==> config.mk <==
export PLATFORM = sky130hd
export DESIGN_NAME = inst_fetch_ctrl
export DESIGN_NICKNAME = d
export VERILOG_FILES = /design/src/rtl/inst_fetch_ctrl_pkg.sv /design/src/rtl/inst_fetch_ctrl_prefetch_fifo.sv /design/src/rtl/inst_fetch_ctrl.sv
export SDC_FILE = /design/constraint.sdc
export NUM_CORES = 1
export LEC_CHECK = 0
export BUFFER_PORTS_ARGS = -buffer_cell sky130_fd_sc_hd__clkbuf_2
export CAP_MARGIN = 20
export CORE_ASPECT_RATIO = 1.25
export CORE_UTILIZATION = 59
export DETAILED_ROUTE_END_ITERATION = 10
export PLACE_DENSITY = 0.88
export SYNTH_ARGS = -nofsm -noshare
export SYNTH_HDL_FRONTEND = slang
export SYNTH_SLANG_ARGS = --single-unit
==> constraint.sdc <==
create_clock -name clk -period 3 [get_ports clk]
set_clock_uncertainty 0.2 [all_clocks]
set_input_delay 0.45 -clock clk [delete_from_list [all_inputs] [get_ports clk]]
set_output_delay 0.45 -clock clk [all_outputs]
set_load 0.03 [all_outputs]
==> src/rtl/inst_fetch_ctrl_pkg.sv <==
// Shared ROM-side constants, fetch FSM state encodings and small helpers
// for the instruction fetch controller and its prefetch FIFO.
package inst_fetch_ctrl_pkg;

    // ROM interface widths and constant values
    localparam int          InstAddrBus = 32;
    localparam int          InstBus     = 32;
    localparam logic [31:0] ZeroWord    = 32'h0000_0000;
    localparam logic        ChipEnable  = 1'b1;
    localparam logic        ChipDisable = 1'b0;
    localparam logic [31:0] PcStep      = 32'h0000_0004;
    localparam logic [31:0] CntMax      = 32'hFFFF_FFFF;

    // Fetch sequencer states
    typedef enum logic [1:0] {
        ST_IDLE = 2'd0,
        ST_RUN  = 2'd1,
        ST_HALT = 2'd2
    } fetch_state_e;

    // One prefetch FIFO entry: fetch address plus returned instruction word
    typedef struct packed {
        logic [InstAddrBus-1:0] pc;
        logic [InstBus-1:0]     inst;
    } fetch_entry_t;

    // Force a byte address onto a word boundary
    function automatic logic [31:0] align_word(input logic [31:0] addr);
        return {addr[31:2], 2'b00};
    endfunction

    // Saturating 32-bit increment used by the event counters
    function automatic logic [31:0] sat_inc32(input logic [31:0] value);
        return (value == CntMax) ? value : (value + 32'd1);
    endfunction

endpackage

==> src/rtl/inst_fetch_ctrl_prefetch_fifo.sv <==
// Prefetch FIFO (module if_prefetch_fifo): DEPTH entries of {pc, inst}.
// Flush has priority over push/pop. Push while full is accepted only when
// the head is popped in the same cycle. An empty FIFO presents all-zero
// head data.
module if_prefetch_fifo
    import inst_fetch_ctrl_pkg::*;
#(
    parameter int DEPTH = 4
) (
    input  logic                       clk,
    input  logic                       rst,
    input  logic                       push,
    input  fetch_entry_t               push_data,
    input  logic                       pop,
    input  logic                       flush,
    output logic [$clog2(DEPTH):0]     count,
    output fetch_entry_t               head_data
);

    localparam int AW = (DEPTH > 1) ? $clog2(DEPTH) : 1;
    localparam int CW = $clog2(DEPTH) + 1;

    fetch_entry_t      mem_r [DEPTH];
    logic [AW-1:0]     rd_ptr_r;
    logic [AW-1:0]     wr_ptr_r;
    logic [CW-1:0]     count_r;
    logic              pop_ok_s;
    logic              push_ok_s;
    logic              full_s;
    logic              empty_s;

    // Qualify push/pop against occupancy so the pointers can never corrupt
    always_comb begin
        empty_s   = (count_r == {CW{1'b0}});
        full_s    = (count_r == CW'(DEPTH));
        pop_ok_s  = 1'b0;
        push_ok_s = 1'b0;
        if (!empty_s) begin
            pop_ok_s = pop;
        end else begin
            pop_ok_s = 1'b0;
        end
        if (!full_s || pop_ok_s) begin
            push_ok_s = push;
        end else begin
            push_ok_s = 1'b0;
        end
    end

    // Storage, pointers and occupancy; flush discards every entry
    always_ff @(posedge clk or negedge rst) begin
        if (!rst) begin
            rd_ptr_r <= {AW{1'b0}};
            wr_ptr_r <= {AW{1'b0}};
            count_r  <= {CW{1'b0}};
            for (int i = 0; i < DEPTH; i++) begin
                mem_r[i] <= '0;
            end
        end else if (flush) begin
            rd_ptr_r <= {AW{1'b0}};
            wr_ptr_r <= {AW{1'b0}};
            count_r  <= {CW{1'b0}};
        end else begin
            if (push_ok_s) begin
                mem_r[wr_ptr_r] <= push_data;
                wr_ptr_r        <= wr_ptr_r + AW'(1);
            end
            if (pop_ok_s) begin
                rd_ptr_r <= rd_ptr_r + AW'(1);
            end
            case ({push_ok_s, pop_ok_s})
                2'b10:   count_r <= count_r + CW'(1);
                2'b01:   count_r <= count_r - CW'(1);
                default: count_r <= count_r;
            endcase
        end
    end

    // Head entry toward the consumer, zero when nothing is queued
    always_comb begin
        head_data = '0;
        if (!empty_s) begin
            head_data = mem_r[rd_ptr_r];
        end else begin
            head_data = '0;
        end
    end

    assign count = count_r;

endmodule

==> src/rtl/inst_fetch_ctrl.sv <==
// Instruction fetch controller: owns the combinational instruction ROM
// port, sequences fetch addresses, buffers returned words in a prefetch
// FIFO and hands {pc, inst} to IF/ID over valid/ready. Handles stalls,
// redirects (flush + new PC) and fetch halt.
// Optional build macro IFETCH_PERF_CNT_EN adds saturating event counters
// perf_issue_cnt, perf_flush_cnt and perf_full_cnt.
module inst_fetch_ctrl
    import inst_fetch_ctrl_pkg::*;
#(
    parameter int          DEPTH    = 4,
    parameter logic [31:0] RESET_PC = 32'h0000_0000
) (
    input  logic                   clk,
    input  logic                   rst,
    input  logic                   fetch_en,
    input  logic                   redirect_valid,
    input  logic [InstAddrBus-1:0] redirect_pc,
    output logic                   rom_ce,
    output logic [InstAddrBus-1:0] rom_addr,
    input  logic [InstBus-1:0]     rom_inst,
    output logic                   out_valid,
    input  logic                   out_ready,
    output logic [InstAddrBus-1:0] out_pc,
    output logic [InstBus-1:0]     out_inst
`ifdef IFETCH_PERF_CNT_EN
    ,
    output logic [31:0]            perf_issue_cnt,
    output logic [31:0]            perf_flush_cnt,
    output logic [31:0]            perf_full_cnt
`endif
);

    localparam int CW = $clog2(DEPTH) + 1;

    fetch_state_e           state_r;
    logic [InstAddrBus-1:0] fetch_pc_r;
    logic [CW-1:0]          count_s;
    fetch_entry_t           head_s;
    fetch_entry_t           push_data_s;
    logic                   fifo_full_s;
    logic                   out_valid_s;
    logic                   pop_s;
    logic                   issue_s;
    logic                   run_s;

    // Issue / pop decisions from registered state; redirect masks both
    always_comb begin
        run_s       = (state_r == ST_RUN);
        fifo_full_s = (count_s == CW'(DEPTH));
        out_valid_s = (count_s != {CW{1'b0}}) & ~redirect_valid;
        pop_s       = out_valid_s & out_ready;
        issue_s     = run_s & ~redirect_valid & (~fifo_full_s | pop_s);
        push_data_s = '{pc: fetch_pc_r, inst: rom_inst};
    end

    // ROM port and consumer-facing outputs
    always_comb begin
        rom_ce   = ChipDisable;
        rom_addr = ZeroWord;
        if (issue_s) begin
            rom_ce   = ChipEnable;
            rom_addr = fetch_pc_r;
        end else begin
            rom_ce   = ChipDisable;
            rom_addr = ZeroWord;
        end
        out_valid = out_valid_s;
        out_pc    = head_s.pc;
        out_inst  = head_s.inst;
    end

    // Fetch FSM and PC register; redirect reloads the PC in any state
    always_ff @(posedge clk or negedge rst) begin
        if (!rst) begin
            state_r    <= ST_IDLE;
            fetch_pc_r <= RESET_PC;
        end else begin
            case (state_r)
                ST_IDLE: state_r <= fetch_en ? ST_RUN  : ST_IDLE;
                ST_RUN:  state_r <= fetch_en ? ST_RUN  : ST_HALT;
                ST_HALT: state_r <= fetch_en ? ST_RUN  : ST_HALT;
                default: state_r <= ST_IDLE;
            endcase
            if (redirect_valid) begin
                fetch_pc_r <= align_word(redirect_pc);
            end else if (issue_s) begin
                fetch_pc_r <= fetch_pc_r + PcStep;
            end else begin
                fetch_pc_r <= fetch_pc_r;
            end
        end
    end

    if_prefetch_fifo #(
        .DEPTH     (DEPTH)
    ) u_fifo (
        .clk       (clk),
        .rst       (rst),
        .push      (issue_s),
        .push_data (push_data_s),
        .pop       (pop_s),
        .flush     (redirect_valid),
        .count     (count_s),
        .head_data (head_s)
    );

`ifdef IFETCH_PERF_CNT_EN
    logic [31:0] issue_cnt_r;
    logic [31:0] flush_cnt_r;
    logic [31:0] full_cnt_r;
    logic        full_block_s;

    // A run-state cycle counts as blocked-full when only occupancy stops issue
    always_comb begin
        full_block_s = run_s & ~redirect_valid & fifo_full_s & ~pop_s;
    end

    // Saturating event counters
    always_ff @(posedge clk or negedge rst) begin
        if (!rst) begin
            issue_cnt_r <= 32'h0000_0000;
            flush_cnt_r <= 32'h0000_0000;
            full_cnt_r  <= 32'h0000_0000;
        end else begin
            if (issue_s) begin
                issue_cnt_r <= sat_inc32(issue_cnt_r);
            end
            if (redirect_valid) begin
                flush_cnt_r <= sat_inc32(flush_cnt_r);
            end
            if (full_block_s) begin
                full_cnt_r <= sat_inc32(full_cnt_r);
            end
        end
    end

    assign perf_issue_cnt = issue_cnt_r;
    assign perf_flush_cnt = flush_cnt_r;
    assign perf_full_cnt  = full_cnt_r;
`endif

endmodule

==> impl_metrics.ini <==
[cells_and_area]
ff_latch_area_um2 = 7191
nets = 1275
final_common_cell = dfrtp_1
drive_gt1_share_pct = 46.14
diodes = 0
n_fill_cell = 1458
utilization_pct = 72.15
final_cell_mix = dfrtp_1, mux2_2, clkbuf_2, and2_1, mux4_2
multiInputGateArea_um2 = 6133
syn2layout_area_growth_pct = 20.32

[yosys]
synth_cells = 998
syn_area_per_cell_um2 = 13.75
ys_ff_latch = 287
synth_ff_type = dfrtp_1
yosysSeqAreaShare_pct = 52.33
synth_warnings = 0
synth_cell_type_count = 50
synthArstFlopShare_pct = 100.0
syn_area_um2 = 13720
synth_edf_count = 0

[placed_design]
dp_hpwl_mm = 18.74
post-place-ws_ns = 0.1852
gp_congestion = 0.8463
place.port_buffers = 160

[clock_tree]
clk_pin_slew_worst_paths_ns = 0.06
cts-buffers-inserted = 28
htree_levels = 1
clock-root-buffer = clkbuf_16
cts_tree = yes
clock_latency_ns = 0.53
clkSinkCount = 287
clk_path_buf_depth = 3

[detailed_routing]
firstDrtPassIters = 8
routed_wl_mm = 31.79
via_per_inst = 6.127
drt_first_iter_violations = 602
drc = 26
ant_nets = 0
wl_per_cell_um = 21.11
via_count = 9228

[die]
pin_count = 167
start_util_pct = 59.97
core_um2 = 22880
die_w_um = 138.4
dieArea_um2 = 23880
fp-row-count = 62
die_h_um = 172.5

[grt]
grt_pass1_vias = 9969
grtUsageMet2_pct = 47.91
met1_usage_pct = 35.01
grt_max_degree = 94
grt_usage_pct = 27.35
antenna_found_initial = 0
overflow = 0
busiest_layer = met2
gr-usage-met3_pct = 3.536
grt_pass1_wl_mm = 51.76

[setup_path]
crit_path_start_kind = flop
cp.depth = 5
cpMaxStageDelayCell = or4b_4
worstSetupEndpointType = output pin
path_class = reg -> out
arrival_ns = 2.32
path_buf_inv = 2
crit_family = simple AND/OR/NAND/NOR gates
slowest_delay_ns = 0.62
cp_max_fo = 30
path_cells = or4b_4 > nand3_2 > inv_6 > and2_1 > buf_2
worst_ep_required_time_ns = 2.35
ff2ff_path_depth = 5

[pwr]
power_leakage_nw = 7.677
irDropWorstVdd_mv = 0.6266
p_total_w = 0.01585
p_per_area_nw_per_um2 = 959.9

[min_path]
hold_class = in -> reg
whs_path_depth = 2

[timing]
worstMarginPinSlew_ns = 0.7390
timing.final.ws_setup_ns = 0.03416
hold_viol_final = 0
maxSlewViolCount = 0
fin_crit_ns = 2.966
min_period_over_period_pct = 98.86
relSlewSlack_pct = 50.74
fmax_ghz = 0.3372
setup-violations-final = 0

[flow_run]
cap_violations = 0

[outcome]
violations = design-rule violations
status = finished with violations
[cells in the mapped netlist (all sizes together) (5+ instances only)]
| library cell | instances | area [µm²] |
|---|---|---|
| a31oi | 12 | 75.07 |
| or4 | 16 | 120.1 |
| ha | 8 | 100.1 |
| nand3 | 14 | 70.07 |
| o211ai | 5 | 37.54 |
| o31ai | 10 | 75.07 |
| dfrtp | 287 | 7182 |
| buf | 45 | 230.2 |
| mux2 | 251 | 2826 |
| o21ai | 12 | 60.06 |
| and2 | 86 | 538.0 |
| nand2 | 37 | 143.9 |
| nor2 | 27 | 101.4 |
| clkbuf | 39 | 147.6 |
| nand4 | 9 | 71.32 |
| inv | 14 | 52.55 |
| xnor2 | 7 | 61.31 |
| o311ai | 5 | 43.79 |
| mux4 | 62 | 1396 |
| or3 | 5 | 31.28 |
[worst reg2reg max path, cell delays in order, from the launching register on]
cell     delay, ns
dfrtp_1       0.55
ha_1          0.29
nand2_1       0.15
or4_1         0.72
or4_1         0.61
a31oi_1       0.19
[cell families after synthesis]
group	after synthesis	synth area share [%]
AOI/OAI and AO/OA	58	2.854
xor gates and xnor gates	11	0.7020
adders and majority gates	9	0.8753
buffers and inverters	99	3.164
DFF	287	52.33
muxes	316	30.99
other	1	0.02733
and+or+nand+nor	217	9.054
[where the power goes]
group	internal [W]	switching [W]
Combinational	0.00298	0.00313
Sequential	0.00522	0.000799
Clock	0.00226	0.00147
[final timing paths]
kind / startpoint / endpoint / slack, ns
setup / recovery: u_fifo.count[0] / rom_addr[31] / 0.03
hold / removal: rom_inst[22] / u_fifo.mem_r[150] / 0.02
setup reg to reg: fetch_pc_r[2] / fetch_pc_r[26] / 0.22
hold reg to reg: u_fifo.mem_r[122] / u_fifo.mem_r[122] / 0.29
max in group asynchronous: rst / u_fifo.mem_r[211] / 1.48
min in group asynchronous: rst / u_fifo.mem_r[251] / 0.33
[sequential cells by signal (all words and copies together), names as in the netlist]
register         flops
state_r              2
u_fifo.count         3
u_fifo.mem_r       248
fetch_pc_r          30
u_fifo.rd_ptr_r      2
u_fifo.wr_ptr_r      2
[cell type report]
cell class                 instances  share of cell area (%)
sequential                       287                   43.55
multi-input combinational        615                   37.14
timing repair buffer             250                   10.75
clock buffer                      39                   4.986
tap                              288                   2.182
clock inverter                    12                   1.015
inverter                          15                  0.3713
[metrics by stage]
stage          cell area [µm²]  setup TNS (ns)  std cells  hold WS [ns]
6_report                 16510               0       1506       0.01561
5_1_grt                  16510       -0.007223       1506      0.008509
4_1_cts                  16490               0       1503     0.0007532
3_5_place_dp             14920               0       1396        0.2781
3_3_place_gp             14920               0       1396        0.2676
2_1_floorplan            13730               0       1001      -0.04559
[routing by layer]
layer  routed length (µm)  up-vias
met1                12740     4830
met2                16680      313
met4                  789        0
met3                 1573       59
li1                     -     4026
met5                    0        -
[repair_timing]
action                     4_1_cts  5_1_grt
resized for setup                6        3
hold buffers                    54        0
hold endpoints to repair       190        0
setup endpoints to repair       94       30
buffers inserted                 2        3
Note: power is estimated with default switching activity, not from simulation.
